**src/rtl/window_pkg.sv**
```systemverilog
// Shared definitions for the 5x5 window frame sequencer.
// Holds the sequencer FSM encoding, the default border size, the flush length helper
// and the pixel type used on both the upstream stream and the window datapath.
package window_pkg;

    typedef logic [7:0] pixel_t;

    // Sequencer FSM encoding
    localparam logic [1:0] ST_CLEAR  = 2'd0;
    localparam logic [1:0] ST_IDLE   = 2'd1;
    localparam logic [1:0] ST_ACTIVE = 2'd2;
    localparam logic [1:0] ST_FLUSH  = 2'd3;

    localparam int BORDER_DEFAULT = 2;

    // Zero pixels needed to push the last real pixel through the x-window,
    // the five-row array and the y-window.
    function automatic int flush_len(input int width);
        return 3 * width + 12;
    endfunction

endpackage

```
**src/rtl/window_raster_counter.sv**
```systemverilog
// Raster position tracker: x/y counters with wrap, last-pixel flag and border flag.
// Latency: counters and border flag update on the edge after advance; last is combinational.
// Backpressure: none; advances only when the parent accepts a pixel.
// Ports: clock/reset (sync, active-high), clear (return to origin), advance (pixel accepted),
//        last (current position is the final pixel), on_border (current position lies in the border),
//        at_origin (current position is (0,0); present only with WINDOW_SEQ_ERR_EN).
module window_raster_counter #(
    parameter int WIDTH  = 420,
    parameter int HEIGHT = 315,
    parameter int BORDER = 2
) (
    input  logic clock,
    input  logic reset,
    input  logic clear,
    input  logic advance,
    output logic last,
`ifdef WINDOW_SEQ_ERR_EN
    output logic at_origin,
`endif
    output logic on_border
);

    localparam int XW = $clog2(WIDTH);
    localparam int YW = $clog2(HEIGHT);

    localparam logic [XW-1:0] X_MAX = XW'(WIDTH - 1);
    localparam logic [YW-1:0] Y_MAX = YW'(HEIGHT - 1);
    localparam logic [XW-1:0] X_LO  = XW'(BORDER);
    localparam logic [XW-1:0] X_HI  = XW'(WIDTH - BORDER);
    localparam logic [YW-1:0] Y_LO  = YW'(BORDER);
    localparam logic [YW-1:0] Y_HI  = YW'(HEIGHT - BORDER);

    logic [XW-1:0] x, x_nxt;
    logic [YW-1:0] y, y_nxt;
    logic          border_q;

    function automatic logic is_border(input logic [XW-1:0] px, input logic [YW-1:0] py);
        return (px < X_LO) || (px >= X_HI) || (py < Y_LO) || (py >= Y_HI);
    endfunction

    // Advance has priority over clear: the start-of-frame pixel is accepted
    // while the parent is still idle and must step the raster off (0,0).
    always_comb begin
        x_nxt = x;
        y_nxt = y;
        if (advance) begin
            if (x == X_MAX) begin
                x_nxt = '0;
                y_nxt = (y == Y_MAX) ? '0 : y + 1'b1;
            end else begin
                x_nxt = x + 1'b1;
            end
        end else if (clear) begin
            x_nxt = '0;
            y_nxt = '0;
        end
    end

    // The border flag is computed from the next position so that it is a
    // register describing the pixel that will be accepted next.
    always_ff @(posedge clock) begin
        if (reset) begin
            x        <= '0;
            y        <= '0;
            border_q <= is_border(XW'(0), YW'(0));
        end else begin
            x        <= x_nxt;
            y        <= y_nxt;
            border_q <= is_border(x_nxt, y_nxt);
        end
    end

    assign last      = (x == X_MAX) && (y == Y_MAX);
    assign on_border = border_q;
`ifdef WINDOW_SEQ_ERR_EN
    assign at_origin = (x == '0) && (y == '0);
`endif

endmodule

```
**src/rtl/window_frame_sequencer.sv**
```systemverilog
// Frame sequencer feeding one frame of pixels into the 5x5 window datapath, blanking the border and flushing with zeros.
// Latency: win_* outputs registered, one cycle after pixel acceptance.
// Backpressure: in_ready is low in CLEAR and FLUSH (and during reset); upstream must hold its pixel.
// Ports: clock/reset (sync, active-high); in_data/in_sof/in_valid/in_ready upstream handshake;
//        win_din/win_validin/win_blanking/win_clear drive the window datapath; busy, frame_done status;
//        err_status sticky {len_err, sof_err}, present only when WINDOW_SEQ_ERR_EN is defined.
module window_frame_sequencer
    import window_pkg::*;
#(
    parameter int WIDTH     = 420,
    parameter int HEIGHT    = 315,
    parameter int BORDER    = BORDER_DEFAULT,
    parameter int FLUSH_LEN = flush_len(WIDTH)
) (
    input  logic       clock,
    input  logic       reset,
    input  pixel_t     in_data,
    input  logic       in_sof,
    input  logic       in_valid,
    output logic       in_ready,
    output pixel_t     win_din,
    output logic       win_validin,
    output logic       win_blanking,
    output logic       win_clear,
    output logic       busy,
`ifdef WINDOW_SEQ_ERR_EN
    output logic [1:0] err_status,
`endif
    output logic       frame_done
);

    localparam int FW = $clog2(FLUSH_LEN + 1);
    localparam logic [FW-1:0] FLUSH_MAX = FW'(FLUSH_LEN);

    logic [1:0]    state;
    logic [FW-1:0] flush_cnt;
    logic          accept;
    logic          rc_advance;
    logic          rc_clear;
    logic          rc_last;
    logic          rc_border;
`ifdef WINDOW_SEQ_ERR_EN
    logic          rc_origin;
`endif

    assign in_ready  = ~reset & ((state == ST_IDLE) | (state == ST_ACTIVE));
    assign accept    = in_valid & in_ready;
    assign win_clear = reset | (state == ST_CLEAR);
    assign busy      = (state == ST_ACTIVE) | (state == ST_FLUSH);

    // In IDLE only a start-of-frame pixel moves the raster; anything else
    // keeps it parked at the origin.
    assign rc_advance = accept & ((state == ST_ACTIVE) | in_sof);
    assign rc_clear   = (state != ST_ACTIVE);

    window_raster_counter #(
        .WIDTH  (WIDTH),
        .HEIGHT (HEIGHT),
        .BORDER (BORDER)
    ) u_raster (
        .clock     (clock),
        .reset     (reset),
        .clear     (rc_clear),
        .advance   (rc_advance),
        .last      (rc_last),
`ifdef WINDOW_SEQ_ERR_EN
        .at_origin (rc_origin),
`endif
        .on_border (rc_border)
    );

    always_ff @(posedge clock) begin
        if (reset) begin
            state        <= ST_CLEAR;
            flush_cnt    <= '0;
            win_din      <= '0;
            win_validin  <= 1'b0;
            win_blanking <= 1'b0;
            frame_done   <= 1'b0;
        end else begin
            win_validin <= 1'b0;
            frame_done  <= 1'b0;
            case (state)
                ST_CLEAR: begin
                    flush_cnt <= '0;
                    state     <= ST_IDLE;
                end
                ST_IDLE: begin
                    // Non-SOF pixels are drained and dropped while waiting for a frame.
                    if (accept && in_sof) begin
                        win_din      <= in_data;
                        win_validin  <= 1'b1;
                        win_blanking <= rc_border;
                        state        <= rc_last ? ST_FLUSH : ST_ACTIVE;
                    end
                end
                ST_ACTIVE: begin
                    // A stray SOF here is ordinary data; the frame is not restarted.
                    if (accept) begin
                        win_din      <= in_data;
                        win_validin  <= 1'b1;
                        win_blanking <= rc_border;
                        if (rc_last) begin
                            state <= ST_FLUSH;
                        end
                    end
                end
                ST_FLUSH: begin
                    // FLUSH_LEN zero pixels, then one frame_done cycle, then CLEAR.
                    // frame_done itself marks that the pulse has been issued.
                    if (flush_cnt != FLUSH_MAX) begin
                        win_din      <= '0;
                        win_validin  <= 1'b1;
                        win_blanking <= 1'b1;
                        flush_cnt    <= flush_cnt + 1'b1;
                    end else if (!frame_done) begin
                        frame_done <= 1'b1;
                    end else begin
                        state <= ST_CLEAR;
                    end
                end
                default: state <= ST_CLEAR;
            endcase
        end
    end

`ifdef WINDOW_SEQ_ERR_EN
    // Sticky diagnostics; they never alter the datapath sequence.
    always_ff @(posedge clock) begin
        if (reset) begin
            err_status <= 2'b00;
        end else if (accept && (state == ST_ACTIVE) && in_sof) begin
            if (!rc_origin) begin
                err_status[0] <= 1'b1;
            end
            if (rc_last) begin
                err_status[1] <= 1'b1;
            end
        end
    end
`endif

endmodule

```
**config.mk**
```make
export PLATFORM = sky130hd
export DESIGN_NAME = window_frame_sequencer
export DESIGN_NICKNAME = d
export VERILOG_FILES = /design/src/rtl/window_pkg.sv /design/src/rtl/window_raster_counter.sv /design/src/rtl/window_frame_sequencer.sv
export SDC_FILE = /design/constraint.sdc
export NUM_CORES = 1
export LEC_CHECK = 0
export ABC_AREA = 1
export CAP_MARGIN = 20
export CORE_MARGIN = 5
export CORE_UTILIZATION = 23
export CTS_CLUSTER_DIAMETER = 150
export DETAILED_ROUTE_END_ITERATION = 8
export HOLD_SLACK_MARGIN = 0.1
export SLEW_MARGIN = 20
export SYNTH_ARGS = -nofsm -noshare
export SYNTH_HDL_FRONTEND = slang
export SYNTH_SLANG_ARGS = --single-unit
```
**constraint.sdc**
```tcl
create_clock -name clock -period 2.4 [get_ports clock]
set_clock_uncertainty 0.2 [all_clocks]
set_input_delay 0.24 -clock clock [delete_from_list [all_inputs] [get_ports clock]]
set_output_delay 0.24 -clock clock [all_outputs]
set_load 0.01 [all_outputs]
```
# == Yosys cells after proc, flatten, opt, wreduce, memory -nomap -nowiden ==
# Index checks and enable logic that the tools add are counted.
# totals
register_bits,43
output_inout_bits,14
# op_classes
mux,29
n_lt_le_gt_ge,4
n_bitwise,9
n_addsub,3
n_reduce_logical,12
n_eq_ne,13
# op_table
op,count
two-way mux 9 bit,7
two-way mux 8 bit,3
one-hot mux 8 bit (3 select lines),1
one-hot mux 11 bit (2 select lines),1
"adder 9 x 1 -> 9 bit, second input constant",2
"equality test 9 bit, second input constant",2
">= comparator 9 bit, second input constant",2
"less-than comparator 9 x 2 -> 1 bit, second input constant",2
"adder 11 x 1 -> 11 bit, second input constant",1
two-way mux 11 bit,1
"inequality test 11 bit, second input constant",1
two-way mux 2 bit,5
"inequality test 2 bit, second input constant",5
two-way mux 1 bit,8
one-hot mux 2 bit (4 select lines),1
one-hot mux 1 bit (3 select lines),2
AND reduction 5 bit,1
"equality test 2 bit, second input constant",2
"inequality test 2 x 1 -> 1 bit, second input constant",2
bitwise OR 1 bit,4
AND reduction 4 bit,1
bitwise AND 1 bit,3
logical OR 1 bit,3
nonzero test 3 bit,1
7 further kinds,9

# == Logic depth before layout (Yosys ltp) ==
# depth
depth_word,10
ltp_mapped,15
ltp_nobuf,15

# == Hierarchy ==
# A second synthesis with hierarchy kept.
# hier_totals
hier_cells,434
area_unflattened_um2,2787.7
# by_module_without_submodules
module,cells_each,seq_area_each_um2,n_inst,area_per_inst_um2
window_frame_sequencer,208,480.5,1,1418.9
window_raster_counter,226,380.4,1,1368.8

# == Worst setup path after synthesis ==
# Ideal clock, no wire load.
# synth_path
path_type,register to register
startpoint,register state[0]
endpoint,"register u_raster.border_q, in the netlist u_raster.on_border"
required_time_ns,2.082
setup_slack_ns,0.377
n_path_buf,1
arrival_time_ns,1.705
path_stages_with_launch,13
cell_sequence,dfxtp_1 > inv_1 > ha_1 > nand3_4 > nor2_4 > buf_6 > nand2_4 > o21ai_1 > inv_1 > nand3_1 > nor2_1 > nor2_1 > nand3_2
# synth_via
elab_chain_len,10
word_cells_on_any_way,19
# synth_rtl
element,line_no,text
from (decl),window_frame_sequencer.sv:35,logic [1:0] state;
from (signal assigned),window_frame_sequencer.sv:94,state <= rc_last ? ST_FLUSH : ST_ACTIVE;
equality test 2 x 1 -> 1 bit / equality test 2 bit (equally long branches),"window_frame_sequencer.sv:46, window_frame_sequencer.sv:53",
bitwise OR 1 bit,window_frame_sequencer.sv:46,assign in_ready = ~reset & ((state == ST_IDLE) | (state == ST_ACTIVE));
bitwise AND 1 bit,window_frame_sequencer.sv:46,
bitwise AND 1 bit,window_frame_sequencer.sv:47,assign accept = in_valid & in_ready;
bitwise AND 1 bit,window_frame_sequencer.sv:53,assign rc_advance = accept & ((state == ST_ACTIVE) | in_sof);
two-way mux 9 bit,window_raster_counter.sv:46,if (advance) begin
less-than comparator 9 x 2 -> 1 bit / >= comparator 9 bit (equally long branches),window_raster_counter.sv:38,return (px < X_LO) || (px >= X_HI) || (py < Y_LO) || (py >= Y_HI);
logical OR 1 bit (2 in series),window_raster_counter.sv:38,
logical OR 1 bit (*),window_raster_counter.sv:38,
to (signal assigned),window_raster_counter.sv:65,"border_q <= is_border(XW'(0), YW'(0));"
to (signal assigned),window_raster_counter.sv:69,"border_q <= is_border(x_nxt, y_nxt);"
to (decl),window_raster_counter.sv:35,logic border_q;
# Every way passes the cells marked *; elsewhere a longest branch is shown, timed or not.
# A chain may end at the register's enable or synchronous reset.

# == Worst setup path after layout ==
# layout_path
startpoint,register state[0]
endpoint,output busy
# layout_via
elab_chain_len,2
word_cells_on_any_way,3
# layout_rtl
element,line_no,text
equality test 2 bit,window_frame_sequencer.sv:49,assign busy = (state == ST_ACTIVE) | (state == ST_FLUSH);
bitwise OR 1 bit (*),window_frame_sequencer.sv:49,
to (decl),window_frame_sequencer.sv:25,"output logic busy,"
# Marks and branches as above.

==> impl_results.md <==
* Status: finished, final reports clean
* Hold Fails Final Rpt at 0
* Placed cells at 572
* Type of origin of the critical path: register
* GPL Wtd Cong at 0.888
* Post-synth ARST share at 0%
* Vias at 2573
* Final setup violation count at 0
* Nets at 459
* Placeable Area at 11400 um2
* Leak at 1.35 nW
* HPWL Detailed at 5.17 mm
* Seq/Total Area, Yosys at 32.5%
* Unrepaired setup endpoints after global routing: false
* Max clock buf depth at 2
* Clock Latency Late Sink at 0.28 ns
* Row count at 39
* Synth Instances at 405
* Synth top area share at 32.5%
* Commonest cells post-synth: 111 x nand2_1, 53 x nor2_1, 52 x inv_1
* Final period utilization at 96.5%
* Cell accounting for the most synthesized area: dfxtp_1
* Crit path from: state[0]$_SDFFE_PP0P_
* EDFF count, synth at 0
* Syn nets at 426
* Die area at 13800 um2
* I/O Pins at 26
* Worst endpoint required time at 1.96 ns
* Gr usage total at 10.5%
* Die H at 117 um
* Vias in the first global route at 2476
* Sink Count at 43
* Setup CP Type: reg2out
* Yosys cell types at 34
* Filler instances at 1231
* Min Tclk post-route at 2.32 ns
* Initial drt markers at 126
* N_diodes at 0
* Multi-input gate area at 1540 um2
* I/O Buffers at 25
* Setup TNS at 0 ns
* CTS Buf Count at 5
* ANT nets after route at 0
* Avg WL per Cell at 11.4 um
* F_max at 0.432 GHz
* Worst Path Max Fanout at 5
* Max-cap violations at 0
* Top-count cell post-synth: nand2_1
* WL final at 6.62 mm
* CTS root buf: clkbuf_16
* HP Start: win_din[0]$_SDFFE_PP0P_
* Hold Slack at 0.265 ns
* Synth top area cells: dfxtp_1 33%, nand2_1 16%, nor2_1 7.5%, inv_1 7.4%, a21oi_1 4.9%
* Register bit total from synthesis at 43
* H-Tree Level Count at 2
* Die width at 117 um
* Hold Path Class: reg2reg
* VDD IR max at 361 uV
* First-pass GRT wire length at 11.7 mm
* DR vias/cell at 4.42
* Yosys warning total at 0
* DRC Markers at 0
* Critical Path AT at 1.88 ns
* Average size of a mapped cell at 6.54 um2
* Final Power at 0.00236 W
* Worst slew margin at 70.1%
* TritonCTS clock tree: yes
* Share of cells above drive strength 1 at 12.8%
* Final Cell Area at 3270 um2
* CTS Hold Buffers Added at 0
* Main synth FF type: dfxtp_1
* Cell Pwr Density at 723 nW/um2
* Detailed Routing Iterations Pass 1 at 4
* Clock-pin transition on the worst setup and hold timing paths at 0.06 ns
* Critical R2R Launch: u_raster.x[1]$_SDFF_PP0_
* Area growth, synth to finish at 23.5%
* Crit path capture type: output port
* Worst Tran Pin Value at 0.448 ns
* Total grt overflow at 0
* Mapped cell area at 2650 um2
* Layout Cells excl Fill at 582
* Slew Limit Fails at 0
* Initial Util at 23.3%
* Initial antenna violation count at 0
* Reg area at 861 um2
* Post-place instance area at 3080 um2
* Largest net degree at the start of global routing at 19
==> flip-flops by register name, indices dropped and copies added (netlist names) <==
signal              flops
frame_done              1
flush_cnt              11
u_raster.x              9
win_din                 8
u_raster.on_border      1
u_raster.y              9
win_blanking            1
state                   2
win_validin             1
==> cell usage in the layout (no fill, tap or decap), types with 5 or more instances in the layout <==
| master | netlist | final |
|---|---|---|
| dfxtp_1 | 43 | 43 |
| a21oi_1 | 26 | 26 |
| nor2_2 | 6 | 6 |
| nand3_1 | 22 | 22 |
| inv_1 | 52 | 52 |
| clkbuf_16 | 0 | 5 |
| buf_4 | 2 | 7 |
| ha_1 | 9 | 8 |
| inv_2 | 7 | 7 |
| nand2_1 | 111 | 111 |
| nor2_1 | 53 | 53 |
| nor3_1 | 6 | 6 |
| clkdlybuf4s50_1 | 0 | 25 |
| o21ai_1 | 8 | 8 |
| o21ai_0 | 17 | 17 |
| nand2_4 | 6 | 7 |
==> layer usage <==
layer	part of all wire (%)	GRT usage [%]	wire, um
met5	0	0	0
met3	3.3	1.90	221
met1	43	12.4	2820
met2	52	19.0	3470
met4	1.7	3.29	110
==> area by class of cell <==
type / count / share of cell area, %
multi-input combinational: 296 / 47.1
tap: 143 / 5.47
timing repair buffer: 32 / 9.26
sequential: 43 / 26.3
clock inverter: 1 / 0.230
clock buffer: 7 / 4.67
inverter: 60 / 6.93
==> worst paths after layout <==
| check | end | slack (ns) | cells past startpoint |
|---|---|---|---|
| max | busy | 0.08 | 5 |
| min | win_din[0]$_SDFFE_PP0P_ | 0.26 | 2 |
| max reg2reg | u_raster.on_border$_SDFF_PP1_ | 0.19 | 14 |
| min reg2reg | win_din[0]$_SDFFE_PP0P_ | 0.26 | 2 |
==> worst max-delay path, stage by stage (launching register included) <==
cell	delay [ns]
dfxtp_1	0.34
inv_1	0.13
ha_1	0.28
inv_1	0.11
nand2_1	0.17
clkdlybuf4s50_1	0.57
==> logic make-up (layout without fill, tap and decap cells) <==
kind of cell / after synthesis / in the layout / share of synthesized area [%]
XOR/XNOR: 2 / 2 / 0.662
flip-flops: 43 / 43 / 32.5
buffers and inverters: 66 / 100 / 9.97
adder cells (fa/ha/maj): 9 / 9 / 4.25
AND/OR/NAND/NOR: 223 / 223 / 39.5
AO/OA/AOI/OAI: 62 / 62 / 13.1
==> what timing repair did <==
item | 4_1_cts | 5_1_grt
setup endpoints to repair | 0 | 1
gates resized for setup | 0 | 2
hold endpoints to repair | 0 | 0
setup buffers | 0 | 2
==> metrics by stage <==
step	utilization (%)	setup slack, ns
6_report	28.8	0.0848
5_1_grt	28.8	0.00724
4_1_cts	28.5	0.0857
3_5_place_dp	27.1	0.173
3_3_place_gp	27.1	0.227
2_1_floorplan	-	0.377
==> where the power goes <==
| group | switching (W) | total, W | internal, W | leakage (nW) |
|---|---|---|---|---|
| clock network | 0.000276 | 0.000719 | 0.000442 | 0.0761 |
| registers | 0.0000405 | 0.000823 | 0.000783 | 0.348 |
| logic | 0.000480 | 0.000823 | 0.000343 | 0.930 |
Note: power is estimated with default switching activity, not from simulation.
